File: config.mk
export PLATFORM = sky130hd
export DESIGN_NAME = registro_universale
export DESIGN_NICKNAME = d
export VERILOG_FILES = /design/src/rtl/registri_pkg.sv /design/src/rtl/ru_next_state.sv /design/src/rtl/registro_universale.sv
export SDC_FILE = /design/constraint.sdc
export NUM_CORES = 1
export LEC_CHECK = 0
export ABC_CLOCK_PERIOD_IN_PS = 2190
export CAP_MARGIN = 40
export CORE_ASPECT_RATIO = 2
export CORE_MARGIN = 1
export CORE_UTILIZATION = 35
export CTS_BUF_LIST = sky130_fd_sc_hd__clkbuf_8
export DETAILED_ROUTE_END_ITERATION = 7
export GPL_ROUTABILITY_DRIVEN = 1
export PLACE_DENSITY = 0.68
export SYNTH_ARGS = -nofsm -noshare
export SYNTH_HDL_FRONTEND = slang
export SYNTH_SLANG_ARGS = --single-unit
export TNS_END_PERCENT = 1
File: constraint.sdc
create_clock -name clock -period 2.19 [get_ports clock]
set_input_delay 0.3285 -clock clock [delete_from_list [all_inputs] [get_ports clock]]
set_output_delay 0.3285 -clock clock [all_outputs]
set_load 0.01 [all_outputs]
File: src/rtl/registri_pkg.sv
// Shared definitions for the universal register family.
//   - MODE_*    : 3-bit operation codes applied on each rising clock edge.
//   - max_count : terminal count value for a given width and counter modulus.
package registri_pkg;

  localparam logic [2:0] MODE_HOLD = 3'b000;
  localparam logic [2:0] MODE_LOAD = 3'b001;
  localparam logic [2:0] MODE_SHL  = 3'b010;
  localparam logic [2:0] MODE_SHR  = 3'b011;
  localparam logic [2:0] MODE_ROL  = 3'b100;
  localparam logic [2:0] MODE_ROR  = 3'b101;
  localparam logic [2:0] MODE_INC  = 3'b110;
  localparam logic [2:0] MODE_DEC  = 3'b111;

  // A modulus of 0 selects natural 2^w wrap-around.
  function automatic longint unsigned max_count(input int unsigned w, input int unsigned modulus);
    if (modulus == 0) begin
      return (64'd1 << w) - 64'd1;
    end
    return longint'(modulus) - 64'd1;
  endfunction

endpackage

File: src/rtl/ru_next_state.sv
// Combinational next-value multiplexer for the universal register.
//   q_i         : current register content
//   mode_i      : operation select (MODE_* codes)
//   d_i         : parallel load data
//   sin_r_i     : serial bit entering at bit 0 on shift left
//   sin_l_i     : serial bit entering at bit W-1 on shift right
//   q_next_o    : value the register takes on the next edge
//   sout_next_o : outgoing serial bit for shift/rotate, 0 otherwise
module ru_next_state
  import registri_pkg::*;
#(
  parameter int unsigned W   = 8,
  parameter int unsigned MOD = 0
) (
  input  logic [W-1:0] q_i,
  input  logic [2:0]   mode_i,
  input  logic [W-1:0] d_i,
  input  logic         sin_r_i,
  input  logic         sin_l_i,
  output logic [W-1:0] q_next_o,
  output logic         sout_next_o
);

  localparam logic [W-1:0] MaxVal = W'(max_count(W, MOD));

  always_comb begin
    q_next_o    = q_i;
    sout_next_o = 1'b0;
    unique case (mode_i)
      MODE_HOLD: q_next_o = q_i;
      MODE_LOAD: q_next_o = d_i;
      MODE_SHL: begin
        q_next_o    = {q_i[W-2:0], sin_r_i};
        sout_next_o = q_i[W-1];
      end
      MODE_SHR: begin
        q_next_o    = {sin_l_i, q_i[W-1:1]};
        sout_next_o = q_i[0];
      end
      MODE_ROL: begin
        q_next_o    = {q_i[W-2:0], q_i[W-1]};
        sout_next_o = q_i[W-1];
      end
      MODE_ROR: begin
        q_next_o    = {q_i[0], q_i[W-1:1]};
        sout_next_o = q_i[0];
      end
      // >= so that an out-of-range loaded value still wraps to 0.
      MODE_INC: q_next_o = (q_i >= MaxVal) ? '0 : q_i + W'(1);
      MODE_DEC: q_next_o = (q_i == '0) ? MaxVal : q_i - W'(1);
      default:  q_next_o = q_i;
    endcase
  end

endmodule

File: src/rtl/registro_universale.sv
// W-bit edge-triggered universal register: hold, load, shift, rotate,
// increment and decrement, with registered serial out and a combinational
// terminal-count flag for cascading.
//   clock : rising-edge clock
//   reset : asynchronous active-high reset (q = RESET_VAL, sout = 0)
//   mode  : operation select (MODE_* codes)
//   d     : parallel load data
//   sin_r : serial input at bit 0 on shift left
//   sin_l : serial input at bit W-1 on shift right
//   q     : register content
//   sout  : bit shifted/rotated out on the last edge, else 0
//   tc    : q at terminal value for INC (max) or DEC (0), else 0
module registro_universale
  import registri_pkg::*;
#(
  parameter int unsigned   W         = 8,
  parameter logic [W-1:0]  RESET_VAL = '0,
  parameter int unsigned   MOD       = 0
) (
  input  logic         clock,
  input  logic         reset,
  input  logic [2:0]   mode,
  input  logic [W-1:0] d,
  input  logic         sin_r,
  input  logic         sin_l,
  output logic [W-1:0] q,
  output logic         sout,
  output logic         tc
);

  localparam logic [W-1:0] MaxVal = W'(max_count(W, MOD));

  logic [W-1:0] q_d, q_q;
  logic         sout_d, sout_q;

  ru_next_state #(
    .W   (W),
    .MOD (MOD)
  ) u_next (
    .q_i         (q_q),
    .mode_i      (mode),
    .d_i         (d),
    .sin_r_i     (sin_r),
    .sin_l_i     (sin_l),
    .q_next_o    (q_d),
    .sout_next_o (sout_d)
  );

  always_ff @(posedge clock or posedge reset) begin
    if (reset) begin
      q_q    <= RESET_VAL;
      sout_q <= 1'b0;
    end else begin
      q_q    <= q_d;
      sout_q <= sout_d;
    end
  end

  // Exact-match only: out-of-range values never raise tc.
  always_comb begin
    tc = 1'b0;
    if (mode == MODE_INC) begin
      tc = (q_q == MaxVal);
    end else if (mode == MODE_DEC) begin
      tc = (q_q == '0);
    end
  end

  assign q    = q_q;
  assign sout = sout_q;

endmodule

==> flow_summary.json <==
{
  "diodes": 0,
  "maxSlewHeadroom": 0.691,
  "synth-edff-count": 0,
  "layout.nets": 191,
  "finClkSkew_ps": 3.91,
  "cp_data_required_time_ps": 1860,
  "pin_count": 25,
  "avgRoutedWirePerCell_um": 16.9,
  "core_area_mm2": 0.00294,
  "crit_path_end_kind": "output pin",
  "grt_pass1_vias": 1094,
  "maxCapViolations": 0,
  "ir_worst_vdd_uv": 266,
  "drc": 0,
  "ys_types": 47,
  "drt_pass1_iterations": 4,
  "final_area_mm2": 0.00150,
  "syn_to_final_growth_pct": 38.6,
  "netlist_instances": 138,
  "num-fill-cells": 305,
  "tns_ps": 0,
  "p_comb_frac": 0.553,
  "drive_gt1_frac": 0.192,
  "clkTransAtPathRegs_ps": 50,
  "first_iter_violations": 40,
  "dr_wl_met3_um": 150,
  "ant_nets": 0,
  "cp_slowest_cell": "or3b_4",
  "slowest_delay_ps": 390,
  "crit_path_start_kind": "flip-flop",
  "grt_overflow": 0,
  "period_share": 0.964,
  "wl_met1_um": 1320,
  "drt-total-wl_um": 3420,
  "hold_class": "in -> async",
  "syn_area_mm2": 0.00108,
  "p_int_w": 0.000565,
  "path_cells": "inv_1 > ha_1 > or3b_4 > nor2_4 > a21oi_1 > nor2_1 > clkdlybuf4s15_2",
  "htreeDepth": 1,
  "pwr-share-seq": 0.229,
  "synthesis.nets": 156,
  "placed_area_mm2": 0.00144,
  "vias": 1230,
  "clock-sinks": 9,
  "fin_crit_ps": 2110,
  "synth_area_per_cell_um2": 7.84,
  "die_area_mm2": 0.00333,
  "hold_violations": 0,
  "initial_core_util": 0.368,
  "outcome": "complete, no violations",
  "via_per_inst": 6.09,
  "drv_slew": 0,
  "fp-row-count": 28,
  "grt_start_max_net_pins": 21,
  "die_w_um": 41.3,
  "die_h_um": 80.6,
  "cp_max_fo": 2,
  "dp_hpwl_um": 2620,
  "ys_warn_count": 0,
  "r2r_cells": 7,
  "wl_met2_um": 1850,
  "antenna_found_initial": 0,
  "synth_flop_cell": "dfrtp_1",
  "rsz0062_at_grt": "no",
  "p_leak_nw": 0.609,
  "cts_hold_buf": 0,
  "gp_congestion": 0.909,
  "max_freq_mhz": 474,
  "synth_seq_cells": 9,
  "clk_latency_ps": 240,
  "async_flop_share": 1.00,
  "clk_path_buf_depth": 2,
  "setup-violations-final": 0,
  "grt_pass1_wl_um": 5380,
  "fin_hold_ws_ps": 365,
  "dr.max_layer_used": "met4",
  "ff2ff_setup_slack_ps": 200,
  "worstSetupPathType": "reg -> out",
  "layout_common_cells": "clkdlybuf4s50_1, buf_4, a21oi_1",
  "cts-root-buf": "clkbuf_8",
  "cts_tree": "yes",
  "arrival_ps": 1780,
  "io_buffers": 24,
  "power_switching_share": 0.391,
  "layout_commonest_cell": "clkdlybuf4s50_1",
  "net-switching-power_w": 0.000363,
  "worstMarginPinSlew_ps": 459,
  "clkPwrFrac": 0.219,
  "cts-buffers-inserted": 3,
  "powerDensity_mw_per_mm2": 619,
  "grt_usage": 0.234,
  "yosysSeqAreaShare": 0.208
}
## Yosys cell counts (3+ instances only)
cell / instances / area [um2]
inv_1: 8 / 30.0
nand3_1: 7 / 35.0
o211ai_1: 3 / 22.5
o31ai_1: 3 / 22.5
buf_1: 3 / 11.3
nand2_1: 10 / 37.5
nor2_1: 6 / 22.5
nand2b_1: 6 / 37.5
a21oi_1: 12 / 60.1
xnor2_1: 5 / 43.8
o221ai_1: 3 / 26.3
ha_1: 3 / 37.5
buf_2: 9 / 45.0
o21ai_0: 4 / 20.0
mux2i_1: 7 / 70.1
dfrtp_1: 9 / 225
## power groups by stage
stage	Sequential, W	Clock (W)	Combinational (W)
finish	0.000212	0.000203	0.000513
global route	0.000215	0.000214	0.000550
CTS	0.000212	0.000204	0.000506
detailed placement	0.000215	0	0.000502
global placement	0.000214	0	0.000494
floorplan	0.000240	0	0.000269
## routing by layer
layer / up-vias / GRT usage
met5: - / 0
met4: 0 / 0.113
met3: 10 / 0.0221
met2: 57 / 0.373
met1: 583 / 0.295
li1: 580 / -
## final timing paths
check / start / end
min in group clock: d[2] / q[2]$_DFFE_PP0P_
max: q[0]$_DFFE_PP0P_ / tc
max in group asynchronous: reset / sout$_DFF_PP0_
min: reset / q[1]$_DFFE_PP0P_
max reg2reg: q[0]$_DFFE_PP0P_ / q[4]$_DFFE_PP0P_
min reg2reg: q[0]$_DFFE_PP0P_ / sout$_DFF_PP0_
## cell families after synthesis
group	Yosys count	synth area share
and+or+nand+nor	46	0.249
xor gates and xnor gates	6	0.0486
muxes	9	0.0856
adders and majority gates	4	0.0439
DFF	9	0.208
AOI/OAI and AO/OA	43	0.282
buffers and inverters	21	0.0832
## area by class of cell
cell class | count | area (um2) | share of cell area
repair buffers | 43 | 384 | 0.256
flip-flops and latches | 9 | 225 | 0.150
multi-input cells | 108 | 777 | 0.518
well taps | 30 | 37.5 | 0.0250
clock buffers | 3 | 41.3 | 0.0275
clock inverters | 1 | 5.00 | 0.00334
inverters | 8 | 30.0 | 0.0200
## critical path: cells and delay by family (launching register included)
| kind | cells | cell delay [ps] |
|---|---|---|
| AO/OA/AOI/OAI | 1 | 90 |
| flip-flops | 1 | 380 |
| buffers and inverters | 2 | 310 |
| AND/OR/NAND/NOR | 3 | 600 |
| adder cells (fa/ha/maj) | 1 | 160 |
## sequential cells by signal, summed over array words and instances, names as in the netlist
signal	cells
q	8
sout	1
## what timing repair did
action,in CTS,in global routing
resized for setup,4,2
endpoints found under the hold margin,0,0
setup buffers,0,0
pin swaps,0,1
endpoints found under the setup margin,1,1
## metrics by stage
step / total power [W] / setup slack, ps / cells / util
5_1_grt: 0.000980 / 15.6 / 202 / 0.510
2_1_floorplan: 0.000509 / 159 / 138 / -
6_report: 0.000929 / 78.6 / 202 / 0.510
3_5_place_dp: 0.000717 / -65.1 / 198 / 0.490
4_1_cts: 0.000922 / 10.7 / 202 / 0.507
3_3_place_gp: 0.000708 / -38.8 / 198 / 0.490
No activity file was read; power rests on OpenSTA's default activity.
==> edit 1 (same settings) <==
Remove the case item `MODE_INC` of the case on `mode_i`.
--- a/src/rtl/ru_next_state.sv
+++ b/src/rtl/ru_next_state.sv
@@ -48,3 +48,2 @@
       // >= so that an out-of-range loaded value still wraps to 0.
-      MODE_INC: q_next_o = (q_i >= MaxVal) ? '0 : q_i + W'(1);
       MODE_DEC: q_next_o = (q_i == '0) ? MaxVal : q_i - W'(1);
Behaviour: not the same (Yosys sat finds a counterexample within 4 cycles, from zero or initial values and one cycle with reset high).
==> edit 1 against the original RTL <==
Sequential power increased by 4%. Area after synthesis down 23%. Sequential cell count is the same. Highest routed layer unchanged. Worst setup slack better by 0.079 ns. Routed wire length fell by 20%. Design area decreased by 18%. Largest power group unchanged. Largest cell class unchanged. Register-to-register slack better by 0.24 ns. Total power decreased by 4.8%.
==> edit 1: results (changes against the original RTL) <==
- Outcome: completed
- Met3 wire len: 181 um (+21%)
- Worst Skew: 0.000986 ns (-0.00292 ns)
- Layout cells sized above 1: 21.4% (+2.2 points)
- Minimum clock period: 2.03 ns (-0.0791 ns)
- Flop-to-flop setup slack: 0.44 ns (+0.24 ns)
- Syn_nets: 120 (-23%)
- Sw frac: 36.4% (-2.7 points)
- Global-route wire length before repair: 4410 um (-18%)
- Final Power: 0.000884 W (-4.8%)
- Data arrival, critical path: 1.70 ns (-0.08 ns)
- Grt met1 use: 26.1% (-3.4 points)
- Pin count of the biggest net entering global routing: 22 (+4.8%)
- Slew @ Worst Pin: 0.403 ns (-0.0562 ns)
- DRC marker count from the first detailed-route iteration: 85 (+110%)
- WL met1: 1030 um (-22%)
- Number of global-route vias before repair: 980 (-10%)
- Distinct cells, synth: 40 (-15%)
- Comb pwr share: 54.1% (-1.2 points)
- M3 GR Usage: 2.51% (+0.30 points)
- Worst slack at placement: -0.0984 ns (-0.0333 ns)
- R2R Path End: q[3]
- Non-filler cells, final: 166 (-18%)
- Seq/Total Area, Yosys: 27.1% (+6.3 points)
- Placed Cells: 162 (-18%)
- Clock net power: 0.000185 W (-9%)
- Post-synth top cells: a21oi_1, dfrtp_1, nand2_1, nor2_1, o22ai_1
- Final wirelength: 2750 um (-20%)
- WHS: 0.372 ns (+0.00640 ns)
## edit 1: logic make-up after synthesis
kind of cell | synth area share, %
adder cells (fa/ha/maj) | 3.02
XOR/XNOR | 4.22
AND/OR/NAND/NOR | 20.2
flip-flops | 27.1
buffers and inverters | 8.75
multiplexers | 3.92
AO/OA/AOI/OAI | 32.7
## edit 1: critical path, cell delays in order, from the launching register on
cell and delay [ns]:
dfrtp_1 0.38, inv_1 0.09, ha_2 0.17, or3b_4 0.37, nor2_1 0.11, nand2_1 0.08
a21oi_2 0.15, buf_2 0.14
## edit 1: area by class of cell
class                   count  area [um2]
fillers                   217         997
multi-input cells          81         541
repair buffers             41         363
flip-flops and latches      9         225
clock buffers               3        41.3
well taps                  26        32.5
inverters                   5        18.8
clock inverters             1        3.75
## edit 1: metrics by stage
step	TNS (ns)	cell area (um2)
floorplan	0	830
global placement	-0.129	1180
detailed placement	-0.0984	1180
CTS	0	1220
global route	0	1220
finish	0	1220
==> edit 2 (same settings) <==
Made on the original files. `W` is set to 8 in 2 places; all go to 9.
--- a/src/rtl/ru_next_state.sv
+++ b/src/rtl/ru_next_state.sv
@@ -11,3 +11,3 @@
 #(
-  parameter int unsigned W   = 8,
+  parameter int unsigned W   = 9,
   parameter int unsigned MOD = 0
--- a/src/rtl/registro_universale.sv
+++ b/src/rtl/registro_universale.sv
@@ -15,3 +15,3 @@
 #(
-  parameter int unsigned   W         = 8,
+  parameter int unsigned   W         = 9,
   parameter logic [W-1:0]  RESET_VAL = '0,
Ports: changed (resized d and q); port bits go from 25 to 27. The function was not compared with the original's and may differ.
==> edit 2 against the original RTL <==
The run now ends with design-rule violations left. Sequential cell count up 1. Cell count up 23%. Routed wire length up 25%. Worst setup slack worse by 0.076 ns. Total power up 36%. Critical path depth up 2. Area after synthesis up 13%. Design area up 25%. Largest power group unchanged.
==> edit 2: results (changes against the original RTL) <==
- Outcome: complete, but fails checks
- Violated checks: design-rule violations
- DRC marker count from the first detailed-route iteration: 70 (+75%)
- WHS: 0.384 ns (+0.0191 ns)
- HPWL after DPL: 3220 um (+23%)
- Syn_nets: 180 (+15%)
- Layout cells sized above 1: 31.5% (+12 points)
- Placed Cells: 238 (+20%)
- Worst Skew: 0.00502 ns (+0.00111 ns)
- GRT Total Usage: 24.0% (+0.59 points)
- Crit path largest cell delay: 0.41 ns (+0.02 ns)
- Internal power: 0.000786 W (+39%)
- Critical R2R Launch: q[0]
- Worst VDD drop: 0.319 mV (+20%)
- CTS clk-pin slew, worst paths: 0.06 ns
- Max Buffers Root-to-Sink: 2 (unchanged)
- WL met1: 1500 um (+13%)
- Post-Synth Adder-Cell Area: 3.89% (-0.50 points)
- Static leakage: 0.782 nW (+29%)
- Grt met1 use: 26.5% (-3.1 points)
- Distinct cells, synth: 48 (+2.1%)
- Critical Path Fanout Max: 4 (+2)
- R2R depth: 9 (+2)
- Port bufs: 26 (+8.3%)
- Pin count of the biggest net entering global routing: 18 (-14%)
- Synth Area in Compound Gates: 25.9% (-2.3 points)
- Area contributors post-synth: dfrtp_1, mux2i_1, nand2_1
- Global-route wire length before repair: 6790 um (+26%)
- Flop-to-flop setup slack: 0.003 ns (-0.20 ns)
- Max reg flops: 9 (+1)
- # DRC: 2 (+2)
- Xor/xnor cell area share of the yosys netlist: 5.02% (+0.17 points)
- Number of global-route vias before repair: 1463 (+34%)
- Area post-placement: 0.00174 mm2 (+21%)
- M3 GR Usage: 1.68% (-0.53 points)
- Data arrival, critical path: 2.31 ns (+0.53 ns)
- Post-CTS setup repair buffer count: 1 (+1)
- Placer congestion estimate: 0.950 (+4.6%)
- Met3 wire len: 251 um (+67%)
- Non-filler cells, final: 248 (+23%)
- Worst slack at placement: -0.131 ns (-0.0654 ns)
- Mux contribution to synthesized area: 8.61% (+0.052 points)
- Slew @ Worst Pin: 0.540 ns (+0.0813 ns)
- Avg WL per Cell: 17.2 um (+1.6%)
- Seq/Total Area, Yosys: 20.5% (-0.32 points)
- Final Power: 0.00126 W (+36%)
==> edit 2: cell types whose count changed in the layout (fill, tap and decap cells not counted), moves of 3 or more <==
cell / unedited run / this run
nand3_1: 7 / 3
inv_1: 8 / 5
nand2_1: 10 / 14
a22oi_1: 0 / 3
ha_1: 3 / 0
buf_4: 19 / 39
a211oi_1: 1 / 4
o21ai_0: 4 / 9
a21oi_1: 12 / 8
nand2b_1: 6 / 3
nor2_1: 5 / 11
==> edit 2: cell families (layout without fill, tap and decap cells) <==
group | Yosys count | after routing
XOR/XNOR | 7 | 7
flip-flops | 10 | 10
AND/OR/NAND/NOR | 62 | 62
buffers and inverters | 22 | 77
multiplexers | 9 | 9
AO/OA/AOI/OAI | 47 | 47
adder cells (fa/ha/maj) | 4 | 4
==> edit 2: final cells by class <==
type	count	area (um2)
fillers	314	1470
multi-input cells	129	913
repair buffers	68	591
flip-flops and latches	10	253
clock buffers	4	55.1
well taps	32	40.0
inverters	5	18.8
==> edit 2: power groups by stage <==
| stage | sequential [W] | combinational [W] | clock [W] |
|---|---|---|---|
| global placement | 0.000280 | 0.000675 | 0 |
| CTS | 0.000282 | 0.000695 | 0.000245 |
| global route | 0.000288 | 0.000790 | 0.000255 |
| floorplan | 0.000288 | 0.000367 | 0 |
| finish | 0.000283 | 0.000736 | 0.000244 |
| detailed placement | 0.000282 | 0.000681 | 0 |
==> edit 2: worst max path at each step <==
stage	from	end	slack, ns
after floorplan	q[1]	q[7]	0.04
after global placement	mode[2]	q[8]	-0.11
after detailed placement	q[5]	tc	-0.13
after CTS	q[1]	q[8]	0.009
after global routing	q[0]	q[8]	-0.05
final	q[0]	q[4]	0.003
